$ cat config.mk
export PLATFORM = sky130hd
export DESIGN_NAME = darkseq
export DESIGN_NICKNAME = d
export VERILOG_FILES = /design/src/rtl/darkseq.sv
export SDC_FILE = /design/constraint.sdc
export NUM_CORES = 1
export LEC_CHECK = 0
export BUFFER_PORTS_ARGS = -buffer_cell sky130_fd_sc_hd__buf_2
export CAP_MARGIN = 15
export CORE_MARGIN = 1.5
export CORE_UTILIZATION = 30
export CTS_CLUSTER_DIAMETER = 150
export CTS_CLUSTER_SIZE = 25
export DETAILED_ROUTE_END_ITERATION = 8
export GPL_TIMING_DRIVEN = 0
export PLACE_DENSITY = 0.63
export SYNTH_ARGS = -nofsm -noshare
export SYNTH_HDL_FRONTEND = slang
export SYNTH_SLANG_ARGS = --single-unit
$ cat constraint.sdc
create_clock -name CLK -period 2 [get_ports CLK]
set_input_delay 0.1 -clock CLK [delete_from_list [all_inputs] [get_ports CLK]]
set_output_delay 0.1 -clock CLK [all_outputs]
set_load 0.005 [all_outputs]
$ cat src/rtl/darkseq.sv
// darkseq: bus-phase sequencer between the darkriscv core and the shared
// memory bus. Each instruction runs FETCH, then optionally LOAD or STORE,
// then a single EXEC cycle in which the core is released. Every bus phase
// has an optional timeout. A timeout ends the phase with all-ones data and
// sets a sticky error.
module darkseq #(
    parameter int AW      = 32,
    parameter int DW      = 32,
    parameter int TIMEOUT = 255,
    parameter int CNT_W   = 32
) (
    input  logic             CLK,
    input  logic             RES,
    input  logic [AW-1:0]    IADDR,
    input  logic [AW-1:0]    DADDR,
    input  logic [DW-1:0]    DATAO,
    input  logic [DW/8-1:0]  BE,
    output logic             HLT,
    output logic [2:0]       PHS,
    output logic [DW-1:0]    IDATA,
    output logic [DW-1:0]    DATAI,
    output logic             BUS_EN,
    output logic             BUS_RE,
    output logic             BUS_WE,
    output logic [AW-1:0]    BUS_ADDR,
    output logic [DW-1:0]    BUS_DATAO,
    output logic [DW/8-1:0]  BUS_BE,
    input  logic [DW-1:0]    BUS_DATAI,
    input  logic             BUS_RACK,
    input  logic             BUS_WACK,
    output logic             ERR,
    output logic [AW-1:0]    ERR_ADDR,
    input  logic             ERR_CLR,
    output logic [CNT_W-1:0] INSTRET
);

    typedef enum logic [2:0] {
        ST_RESET = 3'd0,
        ST_FETCH = 3'd1,
        ST_LOAD  = 3'd2,
        ST_STORE = 3'd3,
        ST_EXEC  = 3'd4
    } state_t;

    localparam logic [6:0] OP_LOAD  = 7'b0000011;
    localparam logic [6:0] OP_STORE = 7'b0100011;

    // The wait counter only has to reach TIMEOUT-1; the phase ends there.
    localparam int             WCW       = (TIMEOUT > 1) ? $clog2(TIMEOUT + 1) : 1;
    localparam logic [WCW-1:0] WAIT_LAST = WCW'((TIMEOUT > 0) ? TIMEOUT - 1 : 0);
    localparam bit             TO_EN     = (TIMEOUT != 0);

    state_t             state_reg, state_next;
    logic [DW-1:0]      ir_reg, ir_next;
    logic [DW-1:0]      dr_reg, dr_next;
    logic [WCW-1:0]     wait_reg, wait_next;
    logic               err_reg, err_next;
    logic [AW-1:0]      err_addr_reg, err_addr_next;
    logic [CNT_W-1:0]   instret_reg, instret_next;

    logic               bus_en, bus_re, bus_we, hlt;
    logic [AW-1:0]      bus_addr;
    logic [DW/8-1:0]    bus_be;
    logic               wait_last;
    logic               phase_ack;
    logic               phase_to;
    logic               in_store;

    // State and datapath registers; RES wins over everything, including a
    // bus access in flight (that access is simply abandoned).
    always_ff @(posedge CLK) begin
        if (RES) begin
            state_reg    <= ST_RESET;
            ir_reg       <= '0;
            dr_reg       <= '0;
            wait_reg     <= '0;
            err_reg      <= 1'b0;
            err_addr_reg <= '0;
            instret_reg  <= '0;
        end else begin
            state_reg    <= state_next;
            ir_reg       <= ir_next;
            dr_reg       <= dr_next;
            wait_reg     <= wait_next;
            err_reg      <= err_next;
            err_addr_reg <= err_addr_next;
            instret_reg  <= instret_next;
        end
    end

    // Next-state, bus strobes, wait counting and error capture.
    always_comb begin
        state_next    = state_reg;
        ir_next       = ir_reg;
        dr_next       = dr_reg;
        wait_next     = '0;
        err_next      = err_reg;
        err_addr_next = err_addr_reg;
        instret_next  = instret_reg;
        bus_en        = 1'b0;
        bus_re        = 1'b0;
        bus_we        = 1'b0;
        bus_addr      = '0;
        bus_be        = '0;
        hlt           = 1'b1;
        phase_ack     = 1'b0;
        phase_to      = 1'b0;
        wait_last     = TO_EN && (wait_reg == WAIT_LAST);

        case (state_reg)
            ST_RESET: begin
                state_next = ST_FETCH;
            end
            ST_FETCH: begin
                bus_en   = 1'b1;
                bus_re   = 1'b1;
                bus_addr = IADDR;
                bus_be   = '1;
                if (BUS_RACK) begin
                    phase_ack = 1'b1;
                    ir_next   = BUS_DATAI;
                    case (BUS_DATAI[6:0])
                        OP_LOAD:  state_next = ST_LOAD;
                        OP_STORE: state_next = ST_STORE;
                        default:  state_next = ST_EXEC;
                    endcase
                end else if (wait_last) begin
                    // All-ones decodes as a non-memory opcode, so go straight to EXEC.
                    phase_to   = 1'b1;
                    ir_next    = '1;
                    state_next = ST_EXEC;
                end
            end
            ST_LOAD: begin
                bus_en   = 1'b1;
                bus_re   = 1'b1;
                bus_addr = DADDR;
                bus_be   = BE;
                if (BUS_RACK) begin
                    phase_ack  = 1'b1;
                    dr_next    = BUS_DATAI;
                    state_next = ST_EXEC;
                end else if (wait_last) begin
                    phase_to   = 1'b1;
                    dr_next    = '1;
                    state_next = ST_EXEC;
                end
            end
            ST_STORE: begin
                bus_en   = 1'b1;
                bus_we   = 1'b1;
                bus_addr = DADDR;
                bus_be   = BE;
                if (BUS_WACK) begin
                    phase_ack  = 1'b1;
                    state_next = ST_EXEC;
                end else if (wait_last) begin
                    phase_to   = 1'b1;
                    state_next = ST_EXEC;
                end
            end
            ST_EXEC: begin
                hlt          = 1'b0;
                instret_next = instret_reg + 1'b1;
                state_next   = ST_FETCH;
            end
            default: begin
                state_next = ST_RESET;
            end
        endcase

        // Count unacknowledged cycles; any phase end (or non-bus state) clears it.
        if (bus_en && !phase_ack && !phase_to) begin
            wait_next = wait_reg + 1'b1;
        end

        // A clear on the same edge as a new timeout loses to the timeout, and
        // the new address is recorded because the old error was just cleared.
        if (ERR_CLR) begin
            err_next = 1'b0;
        end
        if (phase_to) begin
            err_next = 1'b1;
            if (!err_reg || ERR_CLR) begin
                err_addr_next = bus_addr;
            end
        end
    end

    assign in_store = (state_reg == ST_STORE);

    // Write data is only presented on the bus during STORE, lane by lane.
    for (genvar gi = 0; gi < DW / 8; gi++) begin : g_lane
        assign BUS_DATAO[gi*8 +: 8] = in_store ? DATAO[gi*8 +: 8] : 8'h00;
    end

    assign HLT      = hlt;
    assign PHS      = state_reg;
    assign IDATA    = ir_reg;
    assign DATAI    = dr_reg;
    assign BUS_EN   = bus_en;
    assign BUS_RE   = bus_re;
    assign BUS_WE   = bus_we;
    assign BUS_ADDR = bus_addr;
    assign BUS_BE   = bus_be;
    assign ERR      = err_reg;
    assign ERR_ADDR = err_addr_reg;
    assign INSTRET  = instret_reg;

endmodule

# Word level (Yosys, flattened, before mapping)

Index checks and enable logic that the tools add are counted.

Word-level logic and storage cells: 61
Output and inout port bits: 204
Register bits: 140
Input port bits: 137

$add $sub $neg: 2
Bitwise logic cells: 1
Mux-type cells: 27
Equality and inequality tests: 7
Reduce and logical (&&, ||, !) cells: 17

Operators by type and width:

| cell                    | number |
|---|---|
| $mux W32                | 2 |
| $pmux W32 S2            | 1 |
| $add A32 B1 Y32 const B | 1 |
| $mux W8                 | 4 |
| $mux W3                 | 4 |
| $pmux W3 S4             | 1 |
| $mux W1                 | 11 |
| $add A8 B1 Y8 const B   | 1 |
| $eq A8 B8 Y1 const B    | 1 |
| $pmux W4 S2             | 1 |
| $reduce_or A2 Y1        | 4 |
| $eq A7 B2 Y1 const B    | 1 |
| $eq A7 B6 Y1 const B    | 1 |
| $eq A3 B2 Y1 const B    | 2 |
| $pmux W3 S2             | 1 |
| $reduce_and A2 Y1       | 3 |
| $pmux W1 S2             | 2 |
| $reduce_bool A2 Y1      | 2 |
| $eq A3 B1 Y1 const B    | 1 |
| $eq A3 B3 Y1 const B    | 1 |
| $logic_not A1 Y1        | 3 |
| $logic_not A3 Y1        | 1 |
| $reduce_or A3 Y1        | 1 |
| $logic_and A1 B1 Y1     | 2 |
| 2 further kinds         | 2 |

# Logic depth before layout (Yosys ltp)

Gate-level depths: netlist (run 1).

Word-level depth: 8
Depth in mapped cells: 7
Mapped depth without buffers: 6

# Worst setup path before layout (run 1)

Ideal clock, no wire load.

Kind: reg-to-reg
Start point: register instret_reg[17] (netlist: INSTRET[17])
End point: register instret_reg[30] (netlist: INSTRET[30])
Path buffers: 0
Period minus slack after synthesis: 1.827 ns
Required time: 1.877 ns
Arrival time: 1.703 ns
Stages on the path, launching flop included: 5
Library setup time: 0.123 ns
Slack: 0.173 ns
Cells stage by stage: dfxtp_1 -> nand4_2 -> or4_1 -> nor4_1 -> mux2_1

Word-level cells in the longest chain between the ends: 1

RTL lines:

| what                   | line | text |
|---|---|---|
| start, declared        | 59   | `logic [CNT_W-1:0] instret_reg, instret_next;` |
| start signal, assigned | 87   | `instret_reg <= instret_next;` |
| $add A32 B1 Y32        | 164  | `instret_next = instret_reg + 1'b1;` |

Every way passes these cells.
A chain may end at the register's enable or synchronous reset.

# Worst setup path in the final report (run 1)

Start point: register state_reg[2] (netlist: PHS[2])
End point: output BUS_ADDR[9]

Word-level cells in the longest chain between the ends: 3
Elaborated cells on any way between the ends: 5
Those cells by class: eq/ne (3); mux (1); reduce/logical (1)

RTL lines:

| what                              | line | text |
|---|---|---|
| start, declared                   | 53   | `state_t state_reg, state_next;` |
| start signal, assigned            | 81   | `state_reg <= state_next;` |
| $eq A3 B2 Y1                      | 110  | `case (state_reg)` |
| $reduce_or A2 Y1 (no source line) | -    |  |
| $pmux W32 S2 (*)                  | 110  |  |
| end, declared                     | 25   | `output logic [AW-1:0] BUS_ADDR,` |

Every way passes the cells marked *; elsewhere a longest branch is shown, timed or not.

==> impl_results.md, run 1 <==
- Die height: 149 um
- Syn avg cell area: 8.94 um2
- Maximum clock rate: 522 MHz
- Util after Layout: 0.455
- Total of max-cap violations: 0
- #FFs+latches synth: 140
- IO Count: 341
- Clock power frac: 0.459
- Fillers: 2067
- Clock skew: 0.0149 ns
- Number of global-route vias before repair: 6720
- Post-Synthesis Cells: 712
- Gate power share: 0.133
- Cts bufs inserted: 17
- Slew @ Worst Pin: 0.564 ns
- DRT Wirelength: 23400 um
- Largest net degree at the start of global routing: 17
- Sw Pwr: 1810 uW
- RSZ-0062 raised after global routing: yes
- DR pass1 iterations: 5
- Post-synth cell types: 52
- Type of origin of the critical path: flip-flop
- Hold slack: 0.0269 ns
- Clk_lat worst skew: 0.42 ns
- Internal power component: 5320 uW
- Starting Density: 0.305
- CTS H-Tree Depth: 4
- CP arrival: 1.81 ns
- Syn nets: 852
- Async set-reset flop share out of synthesis: 0
- Ys flop type: dfxtp_1
- Antenna Nets Post-Route: 0
- Most frequent cell after synthesis: dfxtp_1
- Antenna cell count: 0
- First-pass GRT wire length: 35900 um
- CP Cell Sequence: buf_6, nor3b_4, buf_6, buf_6, a22o_1, buf_2
- Register area: 2810 um2
- Placement Rows: 53
- Largest cells by area after synthesis: dfxtp_1 44%, o221a_2 5.7%, a22o_1 4.4%
- Tcrit/Tclk final: 0.957
- Via-to-Cell Ratio: 5.06
- Status: complete, no violations
- Clock sink count: 140
- Max VDD drop: 424 uV
- Reg power frac: 0.408
- DRT iter0 DRCs: 405
- Synth cell count leaders: 140 x dfxtp_1, 61 x nor2_1, 54 x a21oi_1, 48 x nand2_1, 37 x clkbuf_1
- Width of the die: 149 um
- Multi-input gate area: 3250 um2
- RePlAce Congestion: 0.856
- Rel. slew slack: 0.624
- Root Driver: clkbuf_16
- Crit path capture type: primary output
- Final hold vios: 0
- Area share of the largest cell type after synthesis: 0.440
- Total GRT Usage: 0.206
- Post-synth EDFFs: 0
- Hold Crit Class: input pin to flip-flop
- Syn. warnings: 0
- Area grow syn2layout: 49.2%
- PD cells: 751 nW/um2
- Number of remaining DRC errors: 0
- Seq/Total Area, Yosys: 0.440
- DR WL/cell: 16.8 um
- GRT overflow: 0
- CTS tree: yes
- Initial antenna violation count: 0
- Leak: 0.00441 uW
- Final Max Tran Viols: 0
- Layout cells sized above 1: 0.430
- Switching Share: 0.254
- Dpl hpwl: 17700 um
- Port bufs: 339
- Critical path type: flip-flop to primary output
- Clk pin slew, worst setup/hold paths: 0.06 ns
- CP most frequent cell: buf_6
- Via Count: 7048
- Worst-path fanout max: 10
- Final-stage net count: 1244
- Worst endpoint required time: 1.90 ns
- Min Tclk post-route: 1.91 ns
- Setup violations, final: 0
- Cell family with most CP delay: buffers and inverters
- Crit path max-delay cell type: dfxtp_2
- Area leader, netlist: dfxtp_1
- CP max stage delay: 0.37 ns
- Post-Syn Area: 6360 um2
- Die area: 22100 um2
- CTS max path bufs: 2
- WP buf/inv: 4
- Total core area: 20900 um2
==> power groups by stage <==
stage	combinational, uW	clock [uW]	sequential (uW)
floorplan	393	0	2970
finish	951	3270	2910
detailed placement	854	0	2970
global route	1030	3460	2920
CTS	932	3330	2910
global placement	853	0	2960
==> kinds of logic after synthesis <==
logic type,count (synthesis),share of synthesized area
flip-flops,140,0.440
AO/OA/AOI/OAI,218,0.252
AND/OR/NAND/NOR,254,0.214
buffers and inverters,77,0.0596
multiplexers,3,0.00511
XOR/XNOR,17,0.0234
adder cells (fa/ha/maj),3,0.00590
==> placed cells by master, fill, tap and decap left out, types with 31 or more instances in the layout <==
| cell | count |
|---|---|
| a21oi_1 | 54 |
| a22o_1 | 31 |
| and2_1 | 35 |
| buf_2 | 352 |
| dfxtp_1 | 131 |
| nand2_1 | 48 |
| nor2_1 | 60 |
| nor3_1 | 33 |
| o221a_2 | 32 |
==> path summary, 6_finish.rpt <==
| kind | startpoint | to | slack, ns | cells after the start |
|---|---|---|---|---|
| max reg2reg | INSTRET[19] | INSTRET[31] | 0.09 | 4 |
| min | BUS_DATAI[4] | IDATA[4] | 0.03 | 2 |
| max | PHS[2] | BUS_ADDR[9] | 0.09 | 6 |
| min reg2reg | ERR_ADDR[30] | ERR_ADDR[30] | 0.47 | 2 |
==> cell type report <==
type,count,share of cell area
multi-input combinational,495,0.342
buffer,66,0.0432
tap,275,0.0362
clock inverter,13,0.0175
sequential,140,0.296
inverter,10,0.00395
clock buffer,19,0.0466
timing repair buffer,374,0.215
==> timing repair <==
item | in CTS | in global routing
resized for setup | 32 | 38
endpoints found under the hold margin | 56 | 0
buffers inserted | 3 | 2
pin swaps | 3 | 1
setup endpoints to repair | 162 | 144
hold buffers | 30 | 0
==> per-layer routing <==
metal | up-vias | routed length, um | GRT usage
met4 | 0 | 616 | 0.0777
li1 | 3444 | - | -
met1 | 3304 | 9890 | 0.255
met3 | 37 | 1270 | 0.0390
met2 | 263 | 11600 | 0.355
met5 | - | 0 | 0
==> through the flow <==
step	setup slack, ns	instance area [um2]	std cells	power, uW	TNS, ns
2_1_floorplan	0.173	6360	712	3360	0
3_3_place_gp	-0.358	8410	1326	3820	-24.18
3_5_place_dp	-0.386	8410	1326	3820	-23.83
4_1_cts	0.00430	9430	1390	7170	0
5_1_grt	-0.00333	9500	1392	7400	-0.00333
6_report	0.0856	9500	1392	7130	0
Note: power is estimated with default switching activity, not from simulation.
==> run 2, diff against run 1 <==
Settings changed: PLACE_DENSITY 0.63 to default.
==> impl_results.md, run 2 (synthesis gave the netlist of run 1 again) <==
- CTS H-Tree Depth: 4
- Port bufs: 339
- Setup TNS: 0 ns
- Starting Density: 0.305
- Crit path capture type: flip-flop
- Hold Crit Class: input pin to flip-flop
- Post-Layout Cell Count: 1410
- Final Max Tran Viols: 0
- Layout cells sized above 1: 0.449
- Maximum clock rate: 515 MHz
- Final-stage net count: 1261
- Total of max-cap violations: 0
- Worst endpoint required time: 2.35 ns
- Total core area: 20900 um2
- Dpl hpwl: 18100 um
- Tcrit/Tclk final: 0.971
- CTS tree: yes
- Min Tclk post-route: 1.94 ns
- IO Count: 341
- Antenna Nets Post-Route: 0
- Initial antenna violation count: 3
- Clock sink count: 140
- Clk_lat worst skew: 0.42 ns
- Placed insts: 1326
- PD cells: 744 nW/um2
- GRT overflow: 0
- DRT iter0 DRCs: 389
- DRT Wirelength: 24200 um
- Root Driver: clkbuf_16
- Rel. slew slack: 0.614
- Final hold vios: 0
- HP Start: BUS_DATAI[5]
- Worst-path fanout max: 10
- Worst hold stages: 3
- Critical path type: flip-flop to flip-flop
- Die area: 22100 um2
- Placement Rows: 53
- Cts bufs inserted: 17
- Die height: 149 um
- Via-to-Cell Ratio: 5.10
- DR WL/cell: 17.2 um
- Width of the die: 149 um
- CP arrival: 2.30 ns
- Via Count: 7187
- Number of remaining DRC errors: 0
- Max VDD drop: 482 uV
- Total GRT Usage: 0.214
- Status: complete, no violations
- Hold slack: 0.0358 ns
- Largest net degree at the start of global routing: 17
- Leak: 0.00454 uW
- Setup violations, final: 0
- First-pass GRT wire length: 36900 um
- RR Endpoint: ERR_ADDR[6]
- Area grow syn2layout: 53.4%
- CTS max path bufs: 2
- Clk pin slew, worst setup/hold paths: 0.07 ns
- Placed instance area: 8410 um2
- Slew @ Worst Pin: 0.579 ns
- Most frequent cells in the layout: 353 x buf_2, 128 x dfxtp_1, 60 x nor2_1, 54 x a21oi_1, 48 x nand2_1
- Type of origin of the critical path: flip-flop
- Worst r2r src: wait_reg[0]
- Reg2reg setup slack: 0.06 ns
- Worst-case reg-to-reg path depth: 7
- Hold EP: DATAI[5]
- RePlAce Congestion: 0.852
- Most common cell after layout, fill and taps aside: buf_2
- RSZ-0062 raised after global routing: yes
- DR pass1 iterations: 5
- Design Power: 7260 uW
- Number of global-route vias before repair: 6868
- Clock skew: 0.00868 ns
- Design area: 9760 um2
run 2: changes by cell type in the layout (fill, tap and decap cells not counted), sizes merged:
cell	before	now
clkinvlp	3	4
diode	0	1
buf	375	388
dlygate4sd3	30	31
clkbuf	52	53
clkinv	5	3
inv	12	15
run 2: layout make-up:
type                    count  area (um2)
well taps                 275         344
diodes                      1        2.50
clock buffers              17         425
flip-flops and latches    140        2820
inverters                  10        37.5
repair buffers            391        2220
multi-input cells         495        3300
plain buffers              66         432
fillers                  2066       11100
clock inverters            15         189
run 2: worst max-delay path: stages (launching register included):
cell and delay, ns:
dfxtp_2 0.33, inv_2 0.06, ha_4 0.14, nand3_4 0.09
or3_4 0.45, or3_4 0.47, buf_6 0.18, o21ai_1 0.14
run 2: what timing repair did:
item,4_1_cts,5_1_grt
hold buffers,31,0
hold endpoints to repair,60,0
resized for setup,32,69
setup endpoints to repair,162,141
setup buffers,6,12
pin swaps,3,8
cloned,0,3
run 2: how the worst max path moves through the flow:
stage                startpoint            to  slack [ns]
floorplan           INSTRET[17]   INSTRET[30]        0.17
finish              wait_reg[0]   ERR_ADDR[6]        0.06
CTS                      PHS[2]  BUS_ADDR[11]      0.0003
detailed placement       PHS[2]     IDATA[15]       -0.37
global route             PHS[2]     BUS_BE[0]       -0.03
global placement         PHS[2]     IDATA[19]       -0.39
run 2: through the flow:
stage                     setup WS, ns   util
after floorplan                  0.173      -
after global placement          -0.393  0.402
after detailed placement        -0.371  0.402
after CTS                     0.000317  0.453
after global routing           -0.0251  0.467
final                           0.0570  0.467
run 2: layer usage:
layer / GRT usage / share of wire
met4: 0.0797 / 0.028
met2: 0.373 / 0.50
met3: 0.0433 / 0.051
met1: 0.258 / 0.42
met5: 0 / 0.00083
run 2: power by group:
group          switching, uW  internal [uW]
Clock                   1340           1990
Combinational            525            500
Sequential              42.0           2860
